===== src/rtl/subleq_pkg.sv =====
// subleq_pkg: shared widths, halt target and sequencer state encoding for the SUBLEQ controller
package subleq_pkg;
  localparam int WORD_W = 8;
  localparam logic [WORD_W-1:0] HALT_ADDR = 8'hFF;
  typedef enum logic [2:0] {
    IDLE = 3'd0,
    F_A  = 3'd1,
    F_B  = 3'd2,
    F_C  = 3'd3,
    RD_A = 3'd4,
    RD_B = 3'd5,
    EXEC = 3'd6,
    HALT = 3'd7
  } state_t;
endpackage


===== src/rtl/mux_2x1.sv =====
// mux_2x1: byte-wide 2:1 select, sel=1 picks a
module mux_2x1
  import subleq_pkg::*;
(
  input  logic [WORD_W-1:0] a,
  input  logic [WORD_W-1:0] b,
  input  logic              sel,
  output logic [WORD_W-1:0] out_port
);
  assign out_port = sel ? a : b;
endmodule


===== src/rtl/subleq_ctrl.sv =====
// subleq_ctrl: SUBLEQ fetch/execute sequencer driving a single-port memory and the next-PC mux
module subleq_ctrl
  import subleq_pkg::*;
(
  input  logic              clk,
  input  logic              rst,
  input  logic              run,
  input  logic [WORD_W-1:0] mem_rdata,
  output logic [WORD_W-1:0] mem_addr,
  output logic              mem_re,
  output logic              mem_we,
  output logic [WORD_W-1:0] mem_wdata,
  output logic [WORD_W-1:0] pc,
  output logic              halted,
  output logic              instr_done
);
  state_t state;
  logic [WORD_W-1:0] a, b, c, op_a, diff, pc_next;
  logic leq;
  // mem[b] arrives in EXEC, so the write data and branch decision are combinational there
  always_comb begin
    diff = mem_rdata - op_a;
    leq  = diff[WORD_W-1] | (diff == '0);
  end
  assign mem_wdata = (state == EXEC) ? diff : '0;
  mux_2x1 u_mux (
    .a       (c),
    .b       (pc + WORD_W'(3)),
    .sel     (leq),
    .out_port(pc_next)
  );
  always_ff @(posedge clk or posedge rst) begin
    if (rst) begin
      state      <= IDLE;
      pc         <= '0;
      a          <= '0;
      b          <= '0;
      c          <= '0;
      op_a       <= '0;
      mem_addr   <= '0;
      mem_re     <= 1'b0;
      mem_we     <= 1'b0;
      halted     <= 1'b0;
      instr_done <= 1'b0;
    end else begin
      mem_re     <= 1'b0;
      mem_we     <= 1'b0;
      instr_done <= 1'b0;
      // strobes and address are set up one edge ahead of the state that owns them
      case (state)
        IDLE: if (run) begin
          state    <= F_A;
          mem_re   <= 1'b1;
          mem_addr <= pc;
        end
        F_A: begin
          state    <= F_B;
          mem_re   <= 1'b1;
          mem_addr <= pc + WORD_W'(1);
        end
        F_B: begin
          a        <= mem_rdata;
          state    <= F_C;
          mem_re   <= 1'b1;
          mem_addr <= pc + WORD_W'(2);
        end
        F_C: begin
          b        <= mem_rdata;
          state    <= RD_A;
          mem_re   <= 1'b1;
          mem_addr <= a;
        end
        RD_A: begin
          c        <= mem_rdata;
          state    <= RD_B;
          mem_re   <= 1'b1;
          mem_addr <= b;
        end
        RD_B: begin
          op_a       <= mem_rdata;
          state      <= EXEC;
          mem_we     <= 1'b1;
          instr_done <= 1'b1;
        end
        EXEC: begin
          pc <= pc_next;
          if (leq && c == HALT_ADDR) begin
            state  <= HALT;
            halted <= 1'b1;
          end else if (run) begin
            state    <= F_A;
            mem_re   <= 1'b1;
            mem_addr <= pc_next;
          end else begin
            state <= IDLE;
          end
        end
        HALT: state <= HALT;
      endcase
    end
  end
endmodule


===== config.mk =====
export PLATFORM = sky130hd
export DESIGN_NAME = subleq_ctrl
export DESIGN_NICKNAME = d
export VERILOG_FILES = /design/src/rtl/subleq_pkg.sv /design/src/rtl/mux_2x1.sv /design/src/rtl/subleq_ctrl.sv
export SDC_FILE = /design/constraint.sdc
export NUM_CORES = 1
export LEC_CHECK = 0
export ABC_AREA = 1
export CAP_MARGIN = 20
export CELL_PAD_IN_SITES_DETAIL_PLACEMENT = 1
export CELL_PAD_IN_SITES_GLOBAL_PLACEMENT = 1
export CORE_ASPECT_RATIO = 0.6
export CORE_MARGIN = 1.5
export CORE_UTILIZATION = 42
export CTS_BUF_LIST = sky130_fd_sc_hd__clkbuf_4
export DETAILED_ROUTE_END_ITERATION = 10
export PLACE_DENSITY_LB_ADDON = 0.2
export SYNTH_ARGS = -nofsm -noshare
export SYNTH_HDL_FRONTEND = slang
export SYNTH_SLANG_ARGS = --single-unit

===== constraint.sdc =====
create_clock -name clk -period 2.5 [get_ports clk]
set_input_delay 0.375 -clock clk [delete_from_list [all_inputs] [get_ports clk]]
set_output_delay 0.375 -clock clk [all_outputs]
set_load 0.005 [all_outputs]

---- Yosys cells after proc, flatten, opt, wreduce, memory -nomap -nowiden ----
Index checks and enable logic that the tools add are counted.
cells by class
  reductions and logical operators ........ 7
  muxes and demuxes ....................... 14
  $add $sub $neg .......................... 4
  bitwise logic cells ..................... 1
  equality and inequality tests ........... 11
operator list
  cell                                                                   count
  8-bit one-hot mux with 6 select lines                                  1
  8-bit 2-to-1 mux                                                       5
  3-bit one-hot mux with 8 select lines                                  1
  8-bit by 2-bit adder with 8-bit output, second input constant          2
  3-bit equality test, second input constant                             4
  8-bit by 1-bit adder with 8-bit output, second input constant          1
  8-bit equality test, second input constant                             1
  8-bit logical NOT                                                      1
  8-bit subtractor                                                       1
  3-bit by 2-bit equality test with 1-bit output, second input constant  2
  3-bit 2-to-1 mux                                                       2
  2-bit inequality test, second input constant                           3
  6-bit nonzero test                                                     1
  1-bit 2-to-1 mux                                                       4
  4-bit AND reduction                                                    1
  4-bit OR reduction                                                     1
  3-bit by 1-bit equality test with 1-bit output, second input constant  1
  3-bit logical NOT                                                      1
  1-bit one-hot mux with 3 select lines                                  1
  2-bit AND reduction                                                    1
  1-bit logical AND                                                      1
  1-bit OR                                                               1
storage, ports and cells
  bits in registers ....................... 54
  output and inout bits ................... 28
  word-level logic and storage cells ...... 47

---- Depth between registers and ports, before layout ----
  depth after elaboration ................. 7
  gate-level depth with buffers ........... 17

---- Cells and area by module ----
From an unflattened synthesis, not the netlist that was laid out.
second synthesis, totals
  cell total of the unflattened synthesis .. 446
  area, all modules ....................... 3,286.9 sq um
modules (own cells, without submodules)
  module       cells each  times used  seq. area each (sq um)  area an instance (sq um)
  subleq_ctrl  420         1           1,351.3                 3,181.8
  mux_2x1      26          1           0.0                     105.1

---- Worst setup path after synthesis ----
OpenSTA, ideal clock, no wires.
  path kind ............................... input to register
  start ................................... in mem_rdata[0]
  end ..................................... reg mem_addr[0]
  stages .................................. 14
  data arrival time ....................... 2.080 ns
  library setup time ...................... 0.118 ns
  buffers on the path ..................... 0
  slack ................................... 0.302 ns
  path through ............................ inv_1 ha_1 fa_1 nand2_1 nor2_2 nand3_1 nor2_2 nand3_4 nand2_4 nand2_2 nand3_2 nand2_4 nand3_1 nand2_1
between the ends
  longest elaborated chain between the ends .. 7
  elaborated cells on any way between the ends .. 10
  classes of those cells .................. add/sub: 1; eq/ne: 1; mux: 4; bitwise: 1; reduce/logical: 3
RTL lines
  item                                   RTL line           source
  from (decl)                            subleq_ctrl.sv:8   input logic [WORD_W-1:0] mem_rdata,
  8-bit subtractor *                     subleq_ctrl.sv:22  diff = mem_rdata - op_a;
  8-bit logical NOT                      subleq_ctrl.sv:23  leq = diff[WORD_W-1] | (diff == '0);
  1-bit OR *                             subleq_ctrl.sv:23
  8-bit 2-to-1 mux                       mux_2x1.sv:10      assign out_port = sel ? a : b;
  8-bit 2-to-1 mux                       subleq_ctrl.sv:90  end else if (run) begin
  8-bit 2-to-1 mux                       subleq_ctrl.sv:87  if (leq && c == HALT_ADDR) begin
  8-bit one-hot mux with 6 select lines  subleq_ctrl.sv:50  case (state)
  to (signal assigned)                   subleq_ctrl.sv:54  mem_addr <= pc;
  to (signal assigned)                   subleq_ctrl.sv:59  mem_addr <= pc + WORD_W'(1);
  to (signal assigned)                   subleq_ctrl.sv:93  mem_addr <= pc_next;
  to (decl)                              subleq_ctrl.sv:9   output logic [WORD_W-1:0] mem_addr,
Mark *: on every way between the ends. The rest lies on a longest branch, timed or not. The select of a mux whose other input is x is not followed.
A chain may end at the register's enable or synchronous reset.

---- Worst setup path after layout ----
  start ................................... reg op_a[0]
  end ..................................... out mem_wdata[4]
between the ends
  longest elaborated chain between the ends .. 2
RTL lines
  item                    RTL line           source
  from (decl)             subleq_ctrl.sv:18  logic [WORD_W-1:0] a, b, c, op_a, diff, pc_next;
  from (signal assigned)  subleq_ctrl.sv:80  op_a <= mem_rdata;
  8-bit subtractor        subleq_ctrl.sv:22
  8-bit 2-to-1 mux        subleq_ctrl.sv:25  assign mem_wdata = (state == EXEC) ? diff : '0;
  to (decl)               subleq_ctrl.sv:12  output logic [WORD_W-1:0] mem_wdata,
Every way passes these cells.

==> reports/metrics.yaml <==
status: "complete, no violations"
crit_type: "reg2out"
synth-warning-count: 0
clock.fmax_ghz: 0.4095
via_per_inst: 5.384
fill_cells: 960
gp_congestion: 0.9517
die_h_um: 71.16
area_delta_synth_final_pct: 33.20
syn_area_um2: 3252
ys_ff_latch: 54
critPathMaxStageDelay_ns: 0.42
r2r_slack_ns: 0.09
total_power_mw: 6.289
dr.pass1.iters: 4
rsz0062_at_grt: "yes"
core_area_um2: 7387
cp_max_fo: 2
leakagePower_nw: 2.155
layout_min_cycle_time_ns: 2.442
crit_path_end_kind: "output port"
slew_headroom: 0.2506
startpoint_type: "flip-flop"
drive_gt1_frac: 0.2099
syn_nets: 469
synth_top_area_cell: "dfrtp_1"
die-area_um2: 8297
avgSynthCellArea_um2: 7.291
wl_per_cell_um: 18.05
hold_violations: 0
max_cap_violations: 0
clock-root-buffer: "clkbuf_4"
drt_iter0_drc: 237
synthCells: 446
min_path_type: "in2async"
die_w_um: 116.6
synth.distinct_cells: 33
finalMaxSlewViolations: 0
synth.top_cell.area_share: 0.4155
cts_tree: "yes"
io_pins: 39
post-dp-hpwl_mm: 8.256
worstPathRequired_ns: 2.12
cts_sinks: 54
port_buffers: 38
synth_area_leaders: "dfrtp_1 (42%), nand2_1 (16%), o21ai_0 (7.5%)"
slowest_stage: "dfrtp_1"
numCtsBuffers: 5
drt-total-wl_mm: 11.34
nNetsFinal: 546
num_rows: 24
worstMarginPinSlew_ns: 1.112
clkLatencyLatePin_ns: 0.43
cts_buffer_depth: 2
drcViolationCount: 0
cp_data_arrival_time_ns: 2.07
antenna_found_initial: 0
power_density_nw_per_um2: 1452
crit_chain: "ha_2, fa_2, inv_2, buf_6, nand2_1, nand2_1, nand2_2, a21oi_2, buf_2"
antenna_cells: 0
dpl.cell_count: 610
vias: 3381
setup_ws_ns: 0.05815
grt_pass1_wl_mm: 17.49
postLayoutCoreUtil: 0.5864
yosysSeqAreaShare: 0.4155
track_usage: 0.2800
grt_max_degree: 33
overflow: 0
cpLargestDelayFamily: "adder cells"
crit_buf_inv: 3
finClkSkew_ns: 0.01576
clk_pin_slew_worst_paths_ns: 0.16
cts_htree_levels: 2
cp_common_cell: "nand2_1"
period_share: 0.9767
post-place-ws_ns: -0.4240
stdcell_count: 628
setup_viol: 0
grt_pass1_vias: 3465
ant_nets: 0
vdd_drop_max_uv: 516.8
initial_utilization: 0.4402
## power breakdown
part	switching, mW	internal [mW]	leakage [nW]
combinational	2.42	1.67	1.45
clock	0.315	0.207	0.0450
sequential	0.371	1.31	0.656
## cell families after synthesis
| logic type | Yosys count | synth area share |
|---|---|---|
| xor gates and xnor gates | 9 | 0.02424 |
| AOI/OAI and AO/OA | 78 | 0.1293 |
| and+or+nand+nor | 215 | 0.2878 |
| adders and majority gates | 12 | 0.04848 |
| DFF | 54 | 0.4155 |
| buffers and inverters | 78 | 0.09465 |
## final timing paths
kind                               from            to  depth (start not counted)
max                             op_a[0]  mem_wdata[4]                          9
min                                 rst       op_a[3]                          2
max reg2reg                     op_a[0]   mem_addr[0]                         14
min reg2reg                      halted        halted                          2
max in group asynchronous           rst       op_a[4]                          3
min in group clk           mem_rdata[1]          b[1]                          4
## flip-flops by register name, indices dropped and copies added, names as in the netlist
name	cells
mem_re	1
op_a	8
instr_done	1
a	8
halted	1
c	8
mem_addr	8
b	8
state	3
pc	8
## timing repair
item	CTS	global route
gates resized for setup	27	52
pin swaps	4	12
hold buffers	0	0
gates cloned	0	1
buffers inserted	3	7
setup endpoints to repair	8	23
## per-stage QoR
| step | instance area (µm²) | hold WS [ns] | setup TNS [ns] |
|---|---|---|---|
| after CTS | 4116 | 0.3547 | -0.1222 |
| after floorplan | 3252 | 0.4490 | 0 |
| after global routing | 4332 | 0.3407 | -0.5402 |
| after global placement | 3971 | 0.4486 | -5.326 |
| final | 4332 | 0.3190 | 0 |
| after detailed placement | 3971 | 0.4671 | -8.112 |
## synthesized netlist by cell type
master     count
nand2_1      135
inv_1         63
dfrtp_1       54
o21ai_0       49
nand3_1       37
nor2_1        21
a21oi_1       18
ha_1          11
xor2_1         9
buf_2          5
clkbuf_1       5
nand4_1        5
nor3_1         4
nor2_2         3
o211ai_1       3
a2111oi_0      2
clkinv_1       2
nand2_2        2
nand2_4        2
nand3_2        2
nor4_1         2
a211oi_1       1
a221o_1        1
a31oi_1        1
buf_4          1
fa_1           1
inv_2          1
inv_6          1
nand3_4        1
nor3_2         1
o21a_1         1
o21ai_1        1
o221ai_1       1
## cell type report
cell class	count	area [µm²]	area share
repair buffers	80	696.9	0.1609
multi-input cells	315	1808	0.4174
flip-flops and latches	54	1353	0.3122
clock buffers	5	37.54	0.008666
well taps	104	130.1	0.03004
inverters	67	266.5	0.06153
clock inverters	3	40.04	0.009243
## per-layer routing
| layer | routed length, µm | vias up | track usage |
|---|---|---|---|
| met5 | 0 | - | 0 |
| met4 | 147 | 0 | 0.06292 |
| met3 | 546 | 15 | 0.05741 |
| met2 | 5072 | 68 | 0.4209 |
| met1 | 5571 | 1708 | 0.4170 |
| li1 | - | 1590 | - |
## cells in the final DEF (no fill, tap or decap), types with 2 or more instances in the layout
master / n
a2111oi_0: 2
a21oi_1: 15
a21oi_2: 3
buf_2: 2
buf_4: 39
buf_6: 2
clkbuf_2: 2
clkbuf_4: 5
clkdlybuf4s50_1: 28
clkinv_2: 2
dfrtp_1: 53
dlygate4sd2_1: 3
dlymetal6s2s_1: 2
ha_1: 5
ha_2: 2
ha_4: 4
inv_1: 57
inv_2: 7
nand2_1: 119
nand2_2: 14
nand2_4: 5
nand2_8: 2
nand3_1: 30
nand3_2: 7
nand3_4: 3
nand4_1: 5
nor2_1: 20
nor2_2: 3
nor3_1: 4
nor4_1: 2
o211ai_1: 3
o21ai_0: 48
o21ai_1: 2
xor2_1: 9
Note: power is estimated with default switching activity, not from simulation.
